--- src/rtl/mac_block_accumulator_pkg.sv ---
// Shared parameters and state encodings for the multiply-add block accumulator.
package mac_block_accumulator_pkg;
  localparam int P      = 8;
  localparam int LOG2N  = 3;
  localparam int N      = 1 << LOG2N;
  localparam int DATA_W = 2 * P;
  localparam int ACC_W  = DATA_W + LOG2N;

  localparam logic [LOG2N-1:0] CNT_LAST = LOG2N'(N - 1);

  typedef enum logic {IN_IDLE, IN_ACC} in_state_e;
  typedef enum logic {OUT_EMPTY, OUT_FULL} out_state_e;
endpackage

--- src/rtl/mac_block_accumulator.sv ---
// Sums blocks of N multiply-add results and offers each block sum/mean on a
// valid/ready port; a block finishing while the previous one is unread is dropped.
//
// state     | meaning
// IN_IDLE   | no samples in the current block (cnt = 0, acc = 0)
// IN_ACC    | block in progress, 0 < cnt < N
// OUT_EMPTY | no unconsumed result, out_valid = 0
// OUT_FULL  | sum/mean hold an unconsumed result, out_valid = 1
module mac_block_accumulator
  import mac_block_accumulator_pkg::*;
(
  input  logic              clk,
  input  logic              rst_n,
  input  logic              in_valid,
  input  logic [DATA_W-1:0] data_in,
  input  logic              clr,
  input  logic              out_ready,
  output logic              out_valid,
  output logic [ACC_W-1:0]  sum,
  output logic [DATA_W-1:0] mean,
  output logic [LOG2N-1:0]  cnt,
  output logic              ovf
);

  in_state_e         in_state_q, in_state_d;
  out_state_e        out_state_q, out_state_d;
  logic [ACC_W-1:0]  acc_q, acc_d;
  logic [LOG2N-1:0]  cnt_q, cnt_d;
  logic [ACC_W-1:0]  sum_q, sum_d;
  logic [DATA_W-1:0] mean_q, mean_d;
  logic              ovf_q, ovf_d;

  logic              complete;
  logic              xfer;
  logic [ACC_W-1:0]  result;

  assign complete = in_valid && (cnt_q == CNT_LAST);
  assign xfer     = (out_state_q == OUT_FULL) && out_ready;
  assign result   = acc_q + ACC_W'(data_in);

  always_comb begin
    in_state_d = in_state_q;
    acc_d      = acc_q;
    cnt_d      = cnt_q;
    if (clr) begin
      in_state_d = IN_IDLE;
      acc_d      = '0;
      cnt_d      = '0;
    end else if (in_valid) begin
      if (complete) begin
        in_state_d = IN_IDLE;
        acc_d      = '0;
        cnt_d      = '0;
      end else begin
        in_state_d = IN_ACC;
        acc_d      = result;
        cnt_d      = cnt_q + LOG2N'(1);
      end
    end
  end

  // A transfer in the completion cycle frees the register, so the new result loads.
  always_comb begin
    out_state_d = out_state_q;
    sum_d       = sum_q;
    mean_d      = mean_q;
    ovf_d       = ovf_q;
    if (clr) begin
      out_state_d = OUT_EMPTY;
      sum_d       = '0;
      mean_d      = '0;
      ovf_d       = 1'b0;
    end else if (complete && (out_state_q == OUT_EMPTY || xfer)) begin
      out_state_d = OUT_FULL;
      sum_d       = result;
      mean_d      = result[ACC_W-1:LOG2N];
    end else if (complete) begin
      ovf_d = 1'b1;
    end else if (xfer) begin
      out_state_d = OUT_EMPTY;
    end
  end

  always_ff @(posedge clk or negedge rst_n) begin
    if (!rst_n) begin
      in_state_q <= IN_IDLE;
    end else begin
      in_state_q <= in_state_d;
    end
  end

  always_ff @(posedge clk or negedge rst_n) begin
    if (!rst_n) begin
      acc_q <= '0;
      cnt_q <= '0;
    end else begin
      acc_q <= acc_d;
      cnt_q <= cnt_d;
    end
  end

  always_ff @(posedge clk or negedge rst_n) begin
    if (!rst_n) begin
      out_state_q <= OUT_EMPTY;
      sum_q       <= '0;
      mean_q      <= '0;
      ovf_q       <= 1'b0;
    end else begin
      out_state_q <= out_state_d;
      sum_q       <= sum_d;
      mean_q      <= mean_d;
      ovf_q       <= ovf_d;
    end
  end

  assign out_valid = (out_state_q == OUT_FULL);
  assign sum       = sum_q;
  assign mean      = mean_q;
  assign cnt       = cnt_q;
  assign ovf       = ovf_q;

endmodule

--- config.mk ---
export PLATFORM = sky130hd
export DESIGN_NAME = mac_block_accumulator
export DESIGN_NICKNAME = d
export VERILOG_FILES = /design/src/rtl/mac_block_accumulator_pkg.sv /design/src/rtl/mac_block_accumulator.sv
export SDC_FILE = /design/constraint.sdc
export NUM_CORES = 1
export LEC_CHECK = 0
export CORE_MARGIN = 2
export CORE_UTILIZATION = 51
export CTS_CLUSTER_SIZE = 20
export DETAILED_ROUTE_END_ITERATION = 6
export GPL_TIMING_DRIVEN = 0
export HOLD_SLACK_MARGIN = 0.06
export PLACE_DENSITY = 0.81
export SLEW_MARGIN = 20
export SYNTH_ARGS = -nofsm -noshare
export SYNTH_HDL_FRONTEND = slang
export SYNTH_SLANG_ARGS = --single-unit
--- constraint.sdc ---
create_clock -name clk -period 2.8 [get_ports clk]
set_clock_uncertainty 0.15 [all_clocks]
set_input_delay 0.42 -clock clk [delete_from_list [all_inputs] [get_ports clk]]
set_output_delay 0.42 -clock clk [all_outputs]
set_load 0.01 [all_outputs]
## Yosys cells after proc, flatten, opt, wreduce, memory -nomap -nowiden

Cells that the tools add are included.

- Output and inout bits: 40
- Flip-flop bits (word level): 59
- Input bits: 21

- Add/subtract/negate cells: 2
- Reduce and logical (&&, ||, !) cells: 10
- Equal/unequal tests: 3
- Mux-type cells: 17
- Bitwise gates (word level): 1

Operator list:

| cell | count |
|---|---|
| 19-bit two-way mux | 5 |
| 16-bit two-way mux | 2 |
| 19-bit by 16-bit adder with 19-bit output | 1 |
| 3-bit two-way mux | 3 |
| 1-bit two-way mux | 7 |
| 2-bit nonzero test | 3 |
| 2-bit AND reduction | 2 |
| 3-bit by 1-bit adder with 3-bit output (second input constant) | 1 |
| 3-bit equality test (second input constant) | 1 |
| 1-bit logical AND | 3 |
| 3-bit by 2-bit != test with 1-bit output (second input constant) | 1 |
| 3-bit nonzero test | 1 |
| 2-bit != test (second input constant) | 1 |
| 1-bit logical OR | 1 |
| 1-bit inverter | 1 |

## Longest topological paths before layout

Gate-level depths: netlist of run 1.

- Depth in word-level cells: 5
- Gate-level depth with buffers: 9
- Gate-level depth less buffers: 9

## Least setup slack after synthesis of run 1

Ideal clock, no wire load.

- Path type: input-to-reg
- Start point: input port data_in[0]
- End point: register acc_q[10]
- Path slack: 262 ps
- Data required time: 2,528 ps
- Cell stages on the path: 8
- Library setup time: 122 ps
- Arrival: 2,266 ps
- Path buffers: 0
- Cells stage by stage: ha_1 fa_1 a211oi_1 o21ai_1 o21bai_2 a21boi_1 or3_1 a32o_1

- Word-level cells in the longest chain between the ends: 4

Ends and longest elaborated chain:

| item | line | RTL |
|---|---|---|
| start, declared | mac_block_accumulator.sv:15 | `input logic [DATA_W-1:0] data_in,` |
| 19-bit by 16-bit adder with 19-bit output | mac_block_accumulator.sv:39 | `assign result = acc_q + ACC_W'(data_in);` |
| 19-bit two-way mux | mac_block_accumulator.sv:50 | `if (complete) begin` |
| 19-bit two-way mux | mac_block_accumulator.sv:49 | `end else if (in_valid) begin` |
| 19-bit two-way mux | mac_block_accumulator.sv:45 | `if (clr) begin` |
| end signal, assigned | mac_block_accumulator.sv:94 | `acc_q <= '0;` |
| end signal, assigned | mac_block_accumulator.sv:97 | `acc_q <= acc_d;` |
| end, declared | mac_block_accumulator.sv:27 | `logic [ACC_W-1:0] acc_q, acc_d;` |

Every way passes these cells. The select of a mux whose other input is x is not followed.
A chain may end at the register's enable or synchronous reset.

## Worst setup path after layout of run 1

Ends and elaborated chain as after synthesis.

==> impl_summary.md, run 1 <==
Run status
The flow ran to the end, and the final reports show no timing, DRC or antenna violations.

Routing
The DRC violation count after routing is 0. In this run the top signal layer used is met4. The wire length the detailed router placed on met1 is approximately 2900 µm.

For this block, the routed nets add up to between 6000 and 7000 µm of wire. The first TritonRoute pass finished after 4 iterations. The via density per instance is 5.57. In the detailed route, the total length drawn on met3 is around 320 µm. In the final routed layout, each cell accounts on average for 15.2 µm.

The detailed route wirelength on metal2 is ~3300 µm. The routed layout has about 2400 vias. The number of nets with antenna violations after routing is 0.

The number of design-rule violations left by the first detailed-router iteration is around 160.

Synth
The post-synthesis average cell area is ~9.1 µm². The area of the mapped netlist is approximately 0.0027 mm². The flip-flop and latch count after synthesis is 43.

The synthesized design contains 0 enable-type register cells. The number of synthesis warnings is 0. The most used flip-flop cell after synthesis is dfrtp_1.

In the synthesized netlist, the cells that appear most often are 43 x dfrtp_1, 40 x nand2_1, 23 x a21oi_1, 19 x nor2_1, 18 x ha_1. In the post-synthesis netlist, the biggest area contributors are dfrtp_1 40%, ha_1 8.3%, nand2_1 5.5%. After synthesis, the share of flip-flops with an asynchronous set or reset is 100%.

For this run, the register share of the synthesized area comes to about 40%. The gate count after technology mapping is about 300. The top cell type by total area after synthesis is dfrtp_1. Synthesis produced a netlist with a net count of roughly 340. By instance count, the leading cell after synthesis is dfrtp_1. The top cell type's share of synthesized area is roughly two fifths.

Counting distinct cell types in the post-synthesis netlist gives between 40 and 50.

Setup path
The capture point of the worst reg-to-reg path is acc_q[10]. In this run the worst path has a maximum fanout of 4. The start of the worst register-to-register path is acc_q[0]. The capturing element of the worst setup path is acc_q[10].

The critical path starts at data_in[0]. The cell count of the worst reg-to-reg path is 8. The worst setup path is launched from a primary input. The setup path with the least slack is of type primary input to flip-flop.

The endpoint arrival time on the critical path is 2.72 ns. STA puts the critical path data required time at between 2 and 3 ns. The kind of end point of the critical path is a flip-flop. Setup slack on the worst reg-to-reg path comes out at between 0.2 and 0.3 ns.

Floorplan
The die is between 70 and 80 µm tall. The area of the placeable core is just over 0.005 mm². Pin placement for this block handled just over 60 I/O pins. The die covers 0.00591 mm². The effective utilization at floorplan is roughly 53%. The floorplan has 26 rows. In this run the horizontal extent of the chip is around 77 µm.

Cells and area
The number of fill cells is 410. The layout cell share with drive strength beyond 1 is about 10%. Leaving out filler cells and counting taps, the final layout contains between 400 and 500. In the final layout, the multi-input gates occupy approximately 0.0015 mm². The growth of design area from synthesis to finish is 30.3%. The repair_antennas step left the layout with diodes totalling 0. The number of nets at the end of the flow is slightly above 400. The footprint of the flip-flops and latches is between 0.001 and 0.0015 mm².

STA
The final count of negative-setup-slack endpoints is 0. Of the available clock period, the critical path in the final layout requires between 90% and 100%. Timing would allow up to between 300 and 400 MHz. The aggregate negative setup slack is 0 ns. The worst pin sits at a relative slew slack of 57.8%. For the finished layout, the period the worst path requires is 2.68 ns. Setup repair after global routing left no endpoint under its margin. The number of pins with negative max-slew slack in the final report is 0. At the pin with the least slew margin, the transition time is 0.630 ns. The hold violation count in the final report is 0.

Global route
The total overflow left after global routing is 0. Global routing used 23.8% of the available tracks. The via count of the first global-routing pass came to between 2000 and 2500. The first global-routing pass estimated 11300 µm of wire.

The largest net degree at the start of global routing is 33. The number of antenna violations at the first check in global routing came to 0.

Clock tree
The clock transition at the registers of the reported paths is approximately 0.09 ns. At the later pin of the worst-skew pair, clock insertion delay measures 0.30 ns. The tree is rooted in a clkbuf_8. The buffer depth of the longest clock path is 2. The number of sinks driven by the clock tree is 43. The TritonCTS clock tree is built. The H-tree generated during clock tree synthesis spans 2 levels.

Buffers inserted during clock tree synthesis total 5.

Power and ir drop
The switching part of the total is about 34%. Summed over all nets, the switching power comes to around 0.53 mW. The power per cell area is between 400 and 500 mW/mm². IR analysis of the VDD net gives a maximum drop of ~340 µV.

The fraction of power consumed by combinational cells is between 30 and 40%. In this run the static leakage power is 1.57 nW. The internal cell power is 1.04 mW. The part of the power in registers is a little over two fifths.

The part of the total power dissipated in the clock network is about a quarter.

Placed design
Input and output buffers added on the ports amount to just under 60. The detailed placement HPWL is between 5000 and 6000 µm. Once placement completed, the tool counted placed cells totaling 427. The final estimated routing congestion in global placement is roughly 0.97.

Flow run
Max-cap violations in this run came to 0.

Min path
The tightest min-delay check is of the flip-flop to flip-flop type.
==> through the flow <==
step	util (%)	hold WS [ns]	power, mW	instance area [µm²]	setup slack (ns)
after global routing	69.1	0.378	1.68	3530	0.0370
after detailed placement	66.6	0.175	1.16	3400	-0.480
after floorplan	-	-0.0256	1.03	2710	0.262
after global placement	66.3	0.322	1.15	3390	-0.396
after CTS	68.9	0.351	1.58	3520	0.0164
final	69.1	0.345	1.58	3530	0.116
==> kinds of logic after synthesis <==
kind of cell	count (synthesis)	synth area share, %
flops	43	39.7
buf+inv	35	7.12
simple gates	90	15.3
fa+ha+maj	19	9.06
xor+xnor	13	4.21
compound gates	97	24.6
==> critical path, cell delays in order <==
cell	delay (ns)
clkdlybuf4s50_1	0.40
ha_1	0.23
fa_2	0.39
a211oi_2	0.22
o21ai_2	0.12
o21bai_2	0.22
a21boi_1	0.12
or3_1	0.33
a32o_1	0.26
==> sequential cells by signal, summed over array words and instances (netlist names) <==
signal,cells
cnt,3
acc_q,19
sum,19
ovf,1
out_valid,1
==> power groups by stage <==
stage / clock network (mW) / logic, mW / registers (mW)
after floorplan: 0 / 0.341 / 0.690
after global placement: 0 / 0.452 / 0.694
after detailed placement: 0 / 0.467 / 0.696
after CTS: 0.417 / 0.476 / 0.684
after global routing: 0.446 / 0.539 / 0.690
final: 0.410 / 0.481 / 0.684
==> how the worst min path moves through the flow <==
stage,end,cells after the start,startpoint,slack (ns)
2_1_floorplan,acc_q[0],0,rst_n,-0.03
3_3_place_gp,acc_q[2],2,acc_q[2],0.32
3_5_place_dp,sum[8],1,rst_n,0.18
4_1_cts,acc_q[14],2,acc_q[14],0.35
5_1_grt,acc_q[14],2,acc_q[14],0.38
6_report,acc_q[14],2,acc_q[14],0.35
==> cell usage in the layout (no fill, tap or decap), drive strengths merged, types with 14 or more instances in the layout <==
cell type      instances
nor2                  19
clkdlybuf4s50         58
dfrtp                 43
nand2                 40
a21oi                 25
ha                    18
o21ai                 14
buf                   22
clkbuf                14
==> repair_timing <==
action                                 4_1_cts  5_1_grt
hold buffers                                 1        0
pin swaps                                    3        4
endpoints found under the hold margin       11        0
resized for setup                            4        0
setup endpoints to repair                    7        3
setup buffers                                0        1
==> layer usage <==
layer / vias to the layer above / global-route usage [%]
met3: 12 / 4.00
met2: 67 / 38.9
li1: 1193 / -
met5: - / 0
met4: 0 / 7.27
met1: 1163 / 32.3
==> cell type report <==
class	instances	area share [%]
Buffer	28	4.72
Sequential cell	43	30.5
Multi-Input combinational cell	219	41.3
Tap cell	70	2.48
Timing Repair Buffer	62	17.7
Clock buffer	5	1.95
Inverter	7	0.745
Clock inverter	3	0.674
(Power assumes the default switching activity.)
==> run 2: changes to the inputs <==
CORE_UTILIZATION = 40   (was 51)
PLACE_DENSITY = 0.66   (was 0.81)
==> run 2 against run 1 <==
Compared with the run above: combinational power up 3%; critical path type unchanged; sequential power about the same; power up 0.49%; hold slack better by 0.0097 ns; utilization is 14 points lower; cell count is 2.1% higher; via count decreased by 0.49%; design area rose by 0.89%; non-clock buffer count is 2 higher; maximum frequency increased by 0.40%; first-iteration DRC count fell by 45%; critical path depth increased by 1.
==> impl_summary.md, run 2 (synthesis gave the netlist of run 1 again) <==
Global route
The global-route wire length before repair is 11700 µm (+3.0%). The largest net degree at the start of global routing is 32 (-3.0%). The via count of the first global-routing pass is 2379 (+1.7%). The total routing resource utilization after global routing is 19.9% (-3.9 points). The number of antenna violations at the first check in global routing is 0 (unchanged). The residual overflow from global routing is 0 (unchanged).

Routing
The wire length on met3 was 275 µm (-15%). The detailed route wirelength on metal2 is 3200 µm (-1.8%). The number of design-rule violations left by the first detailed-router iteration is 86 (-45%). The number of nets with antenna violations after routing came to 0 (unchanged). The overall via count from detail_route came to 2423 (-0.49%).

The post-detailed-route wirelength per cell is 15.6 µm (+2.4%). The wire length the detailed router placed on met1 is 3390 µm (+15%). The routed wire length came to 6950 µm (+4.5%). The number of iterations in the first detailed-routing pass was 4 (unchanged).

The topmost layer with routed signal wires is met4. The via density per instance came to 5.43 (-2.5%). The DRC violation count after routing is 0 (unchanged).

Floorplan
The area of the die is 0.00744 mm² (+26%). The horizontal die dimension is 86.3 µm (+12%). The floorplan die height is 86.3 µm (+12%). The number of top-level design ports is 61 (unchanged).

The effective utilization at floorplan is 41.9% (-11 points). The placement row count is 29 (+12%). The area of the placeable core is 0.00646 mm² (+26%).

Cells and area
The layout cell share with drive strength beyond 1 is 11.1% (+0.76 points). Leaving out fill and tap cells, the most frequent cell in the layout is clkdlybuf4s50_1. The top cell types in the final layout, fill and taps aside, are 58 x clkdlybuf4s50_1, 43 x dfrtp_1, 40 x nand2_1.

The final standard cell count with taps included and fillers excluded came to 446 (+2.1%). The number of nets at the end of the flow is 408 (+0.49%). The count of inserted antenna diode cells is 0 (unchanged). From synthesis to final layout, the design area changed by 31.5%.

Placed design
The count of input and output buffers is 59 (unchanged). The detailed placement HPWL is 5190 µm (+2.6%). The total instance count after detailed placement was 434 (+1.6%).

The final estimated routing congestion in global placement came to 0.887 (-9.0%).

Setup path
Following the worst setup path forward leads to its endpoint at sum[18]. The worst path required time was 2.83 ns (about the same). The reg2reg setup slack is 0.27 ns (+0.02 ns). The cell count of the worst reg-to-reg path is 9 (+1). The endpoint arrival time on the critical path came to 2.70 ns (-0.02 ns). The highest net fanout along the worst path came to 4 (unchanged). The critical path is of the primary input to flip-flop type. The capture point of the worst reg-to-reg path is sum[18].

STA classifies the critical path startpoint as a primary input. In this run the worst setup path begins at data_in[0]. The start of the worst register-to-register path is acc_q[0].

The kind of end point of the critical path is a flip-flop.

STA
The clock period minus final worst setup slack was 2.67 ns (-0.0106 ns). The final count of negative-setup-slack endpoints is 0 (unchanged). The pin slew with the least headroom to its limit is 0.613 ns (-0.0176 ns). The maximum clock frequency is 374 MHz (+0.40%).

The number of pins with negative max-slew slack in the final report is 0 (unchanged). The hold violation count in the final report is 0 (unchanged). The final period utilization is 95.5% (-0.38 points). The aggregate negative setup slack is 0 ns (unchanged). The remaining max-slew budget at the tightest pin is 59.0% (+1.2 points). Setup repair after global routing left no endpoint under its margin.

Clock tree
The number of sinks driven by the clock tree was 43 (unchanged). The buffer depth of the longest clock path is 2 (unchanged). The clock transition at the registers of the reported paths was 0.08 ns (about the same). The TritonCTS clock tree is built.

The number of buffers created by CTS is 5 (unchanged). The clock root buffer master is clkbuf_8. The clock network latency to the later pin of the worst-skew pair was 0.31 ns (about the same). The H-tree level count is 2 (unchanged).

Power and ir drop
The power per cell area is 445 mW/mm² (-0.39%). The maximum vdd ir drop is 237 µV (-30%). The static leakage was 1.58 nW (+0.94%). The overall power is 1.58 mW (+0.49%).

Min path
The instance count along the most critical hold path is 2 (unchanged). The path type of the worst min-delay path is flip-flop to flip-flop.

Flow run
The max-cap violation count is 0 (unchanged).

Run status
The flow ran to the end, and the final reports show no timing, DRC or antenna violations.
[run 2: how the worst min path moves through the flow]
stage	start	end	slack [ns]
6_report	acc_q[12]	acc_q[12]	0.36
5_1_grt	ovf	ovf	0.38
4_1_cts	acc_q[15]	acc_q[15]	0.36
3_5_place_dp	rst_n	sum[7]	0.19
3_3_place_gp	acc_q[2]	acc_q[2]	0.32
2_1_floorplan	rst_n	acc_q[0]	-0.03
[run 2: per-stage QoR]
step / worst slack, ns / instance area [µm²] / util [%] / hold WS (ns)
final: 0.127 / 3560 / 55.1 / 0.355
after global routing: 0.0101 / 3560 / 55.1 / 0.385
after CTS: 0.00267 / 3520 / 54.6 / 0.360
after detailed placement: -0.499 / 3410 / 52.8 / 0.192
after global placement: -0.434 / 3390 / 52.6 / 0.322
after floorplan: 0.262 / 2710 / - / -0.0256
[run 2: metal layers]
metal	global-route usage, %	vias to the layer above
li1	-	1196
met1	27.8	1166
met2	32.3	52
met3	3.33	9
met4	4.97	0
met5	0	-
[run 2: cell type report]
| class | instances | area, µm² |
|---|---|---|
| fillers | 616 | 2900 |
| multi-input cells | 219 | 1470 |
| flip-flops and latches | 43 | 1080 |
| repair buffers | 64 | 638 |
| plain buffers | 28 | 166 |
| well taps | 77 | 96.3 |
| clock buffers | 6 | 72.6 |
| inverters | 7 | 26.3 |
| clock inverters | 2 | 12.5 |
[run 2: power by group]
part | leakage (nW) | switching, mW | internal (mW)
Clock | 0.0412 | 0.230 | 0.175
Combinational | 0.954 | 0.280 | 0.214
Sequential | 0.588 | 0.0265 | 0.658
Total | 1.58 | 0.536 | 1.05
[run 2: what timing repair did]
action                     4_1_cts  5_1_grt
hold endpoints to repair        12        0
gates resized for setup          3        5
pin swaps                        4        6
buffers inserted                 1        2
setup endpoints to repair        8        7
hold buffers                     1        0
[run 2: critical path: stages]
cell,delay [ns]
clkdlybuf4s50_1,0.41
ha_2,0.21
fa_2,0.37
a211oi_2,0.25
o21ai_2,0.12
o21bai_4,0.18
a21oi_2,0.10
or2_1,0.29
nor4_2,0.26
nor3_1,0.09
==> run 3: changes to the inputs <==
CTS_BUF_LIST = sky130_fd_sc_hd__clkbuf_4 sky130_fd_sc_hd__clkbuf_8   (was not set)
clock period = 2.7 ns   (was 2.8 ns; I/O delays follow)
==> run 3 against run 2 <==
Compared with the run above: first-iteration DRC count is 17% higher; flip-flop and latch count is the same; setup slack lost 0.034 ns; critical path depth down 1; utilization rose by 0.76 points; clock power rose by 6.7%; critical path type unchanged; critical endpoint is now acc_q[10].
==> impl_summary.md, run 3 (synthesis gave the netlist of run 1 again) <==
STA
The clock period minus final worst setup slack is about 2.6 ns. The hold violation count in the final report is 0 (unchanged). The number of pins with negative max-slew slack in the final report is 0 (unchanged). Setup repair after global routing left no endpoint under its margin. The aggregate negative setup slack came to 0 ns (unchanged). The pin slew with the least headroom to its limit is 0.618 ns (+0.00521 ns). The remaining max-slew budget at the tightest pin came to 58.8% (-0.20 points). The final count of negative-setup-slack endpoints is 0 (unchanged). The final period utilization is a little over nine tenths. For this run, the top clock speed supported by timing is ~380 MHz.

Placed design
The final estimated routing congestion in global placement is 0.887 (unchanged). The post-detailed-placement cell area is 0.00341 mm² (unchanged). The count of input and output buffers is 59 (unchanged).

The detailed placement HPWL is 5190 µm (unchanged).

Floorplan
The number of top-level design ports was 61 (unchanged). The floorplan die height came to 86.3 µm (unchanged). The effective utilization at floorplan was 41.9% (unchanged).

The area of the placeable core is 0.00646 mm² (unchanged). The area of the die is 0.00744 mm² (unchanged). The horizontal die dimension is 86.3 µm (unchanged). The placement row count is 29 (unchanged).

Clock tree
The clock transition at the registers of the reported paths is 0.08 ns (about the same). The clock network latency to the later pin of the worst-skew pair was 0.30 ns (about the same). The H-tree level count is 2 (unchanged). The number of sinks driven by the clock tree came to 43 (unchanged). The clock root buffer master is clkbuf_8. TritonCTS built the clock tree. The buffer depth of the longest clock path is 2 (unchanged).

The number of buffers created by CTS is 5 (unchanged).

Power and ir drop
The overall power is 1.67 mW (+5.5%). The switching part of the total is 34.0% (+0.17 points). The switching power is 0.568 mW (+6.0%). The fraction of power consumed by combinational cells was 31.6% (+0.4 points). The internal cell power is 1.10 mW (+5.3%). The part of the total power dissipated in the clock network was 25.9% (+0.3 points). The part of the power in registers is 42.5% (-0.8 points). The static leakage is 1.60 nW (+0.97%). The maximum vdd ir drop is 266 µV (+12%). The power per cell area was 463 mW/mm² (+4.1%).

Global route
The global-route wire length before repair is 11700 µm (unchanged). The residual overflow from global routing was 0 (unchanged). The total routing resource utilization after global routing is 19.9% (+0.020 points). The number of antenna violations at the first check in global routing came to 0 (unchanged). The via count of the first global-routing pass is 2393 (+0.59%). The largest net degree at the start of global routing is 32 (unchanged).

Cells and area
The top cell types in the final layout, fill and taps aside, are 58 x clkdlybuf4s50_1, 43 x dfrtp_1, 40 x nand2_1. The post-layout instance area is 0.00361 mm² (+1.4%). The library cell used most frequently in the layout, excluding fill and tap cells, is clkdlybuf4s50_1. The count of inserted antenna diode cells is 0 (unchanged). The growth of design area from synthesis to finish is 33.3%.

The number of nets at the end of the flow is 410 (+0.49%). The layout cell share with drive strength beyond 1 is 13.5% (+2.4 points).

Setup path
The maximum cell stage delay along the critical path is 0.41 ns (about the same). The highest net fanout along the worst path is 4 (unchanged). The worst setup path is of the primary input to flip-flop kind.

The kind of end point of the critical path is a flip-flop. STA classifies the critical path startpoint as a primary input. The reg2reg setup slack was 0.19 ns (-0.08 ns). The endpoint arrival time on the critical path is 2.65 ns (-0.05 ns). Walking the worst path, the cells encountered are clkdlybuf4s50_1, ha_2, fa_2, a211oi_2, o21ai_2, o21bai_4, a21boi_2, or3_1, a32o_1.

The standard cell with the maximum stage delay on the critical path is clkdlybuf4s50_1. The worst path required time came to 2.74 ns (-0.09 ns).

Routing
The via density per instance is 5.43 (-0.12%). The number of iterations in the first detailed-routing pass is 4 (unchanged). The overall via count from detail_route came to 2431 (+0.33%). The number of nets with antenna violations after routing is 0 (unchanged). The post-detailed-route wirelength per cell came to 15.6 µm (+0.31%). The DRC violation count after routing was 0 (unchanged). The routed wire length came to 7000 µm (+0.76%). The number of design-rule violations left by the first detailed-router iteration is 101 (+17%).

Flow run
The max-cap violation count came to 0 (unchanged).

Run status
The flow ran to the end, and the final reports show no timing, DRC or antenna violations.

Min path
The path type of the worst min-delay path is flip-flop to flip-flop.
[run 3: path summary, 6_finish.rpt]
check,cells past startpoint,startpoint,to
max,9,data_in[0],acc_q[10]
min,2,acc_q[15],acc_q[15]
max reg2reg,8,acc_q[0],acc_q[10]
min reg2reg,2,acc_q[15],acc_q[15]
max in group asynchronous,3,rst_n,acc_q[16]
min in group asynchronous,2,rst_n,sum[7]
[run 3: per-stage QoR]
step	util, %	setup WS [ns]	hold slack (ns)	instances
2_1_floorplan	-	0.177	-0.0406	297
3_3_place_gp	52.6	-0.519	0.322	433
3_5_place_dp	52.8	-0.584	0.177	434
4_1_cts	55.0	0.0212	0.360	447
5_1_grt	55.9	0.00207	0.385	448
6_report	55.9	0.0934	0.356	448
[run 3: timing repair]
| action | in CTS | in global routing |
|---|---|---|
| endpoints found under the setup margin | 10 | 11 |
| pin swaps | 7 | 12 |
| gates resized for setup | 4 | 11 |
| setup buffers | 4 | 2 |
| hold buffers | 1 | 0 |
| endpoints found under the hold margin | 12 | 0 |
[run 3: cell type report]
| cell class | instances | area, µm² |
|---|---|---|
| well taps | 77 | 96.3 |
| multi-input cells | 219 | 1500 |
| clock inverters | 2 | 12.5 |
| flip-flops and latches | 43 | 1080 |
| repair buffers | 66 | 653 |
| fillers | 609 | 2850 |
| clock buffers | 6 | 76.3 |
| plain buffers | 28 | 166 |
| inverters | 7 | 26.3 |
[run 3: power by group through the flow]
stage	sequential, mW	combinational (mW)	clock, mW
floorplan	0.716	0.353	0
global placement	0.720	0.478	0
detailed placement	0.722	0.486	0
CTS	0.710	0.508	0.440
global route	0.715	0.586	0.469
finish	0.710	0.528	0.432
[run 3: worst max-delay path, delay by kind of cell]
family          cells  cell delay [ns]
simple gates        1             0.33
buf+inv             1             0.41
compound gates      5             0.94
fa+ha+maj           2             0.55
[run 3: per-layer routing]
metal	part of all wire [%]	wire [µm]	up-vias	GRT usage, %
met2	46	3210	58	32.5
met3	4.3	301	4	3.33
met1	49	3430	1169	27.7
met4	0.77	54	0	4.97
met5	0	0	-	0
li1	-	-	1200	-
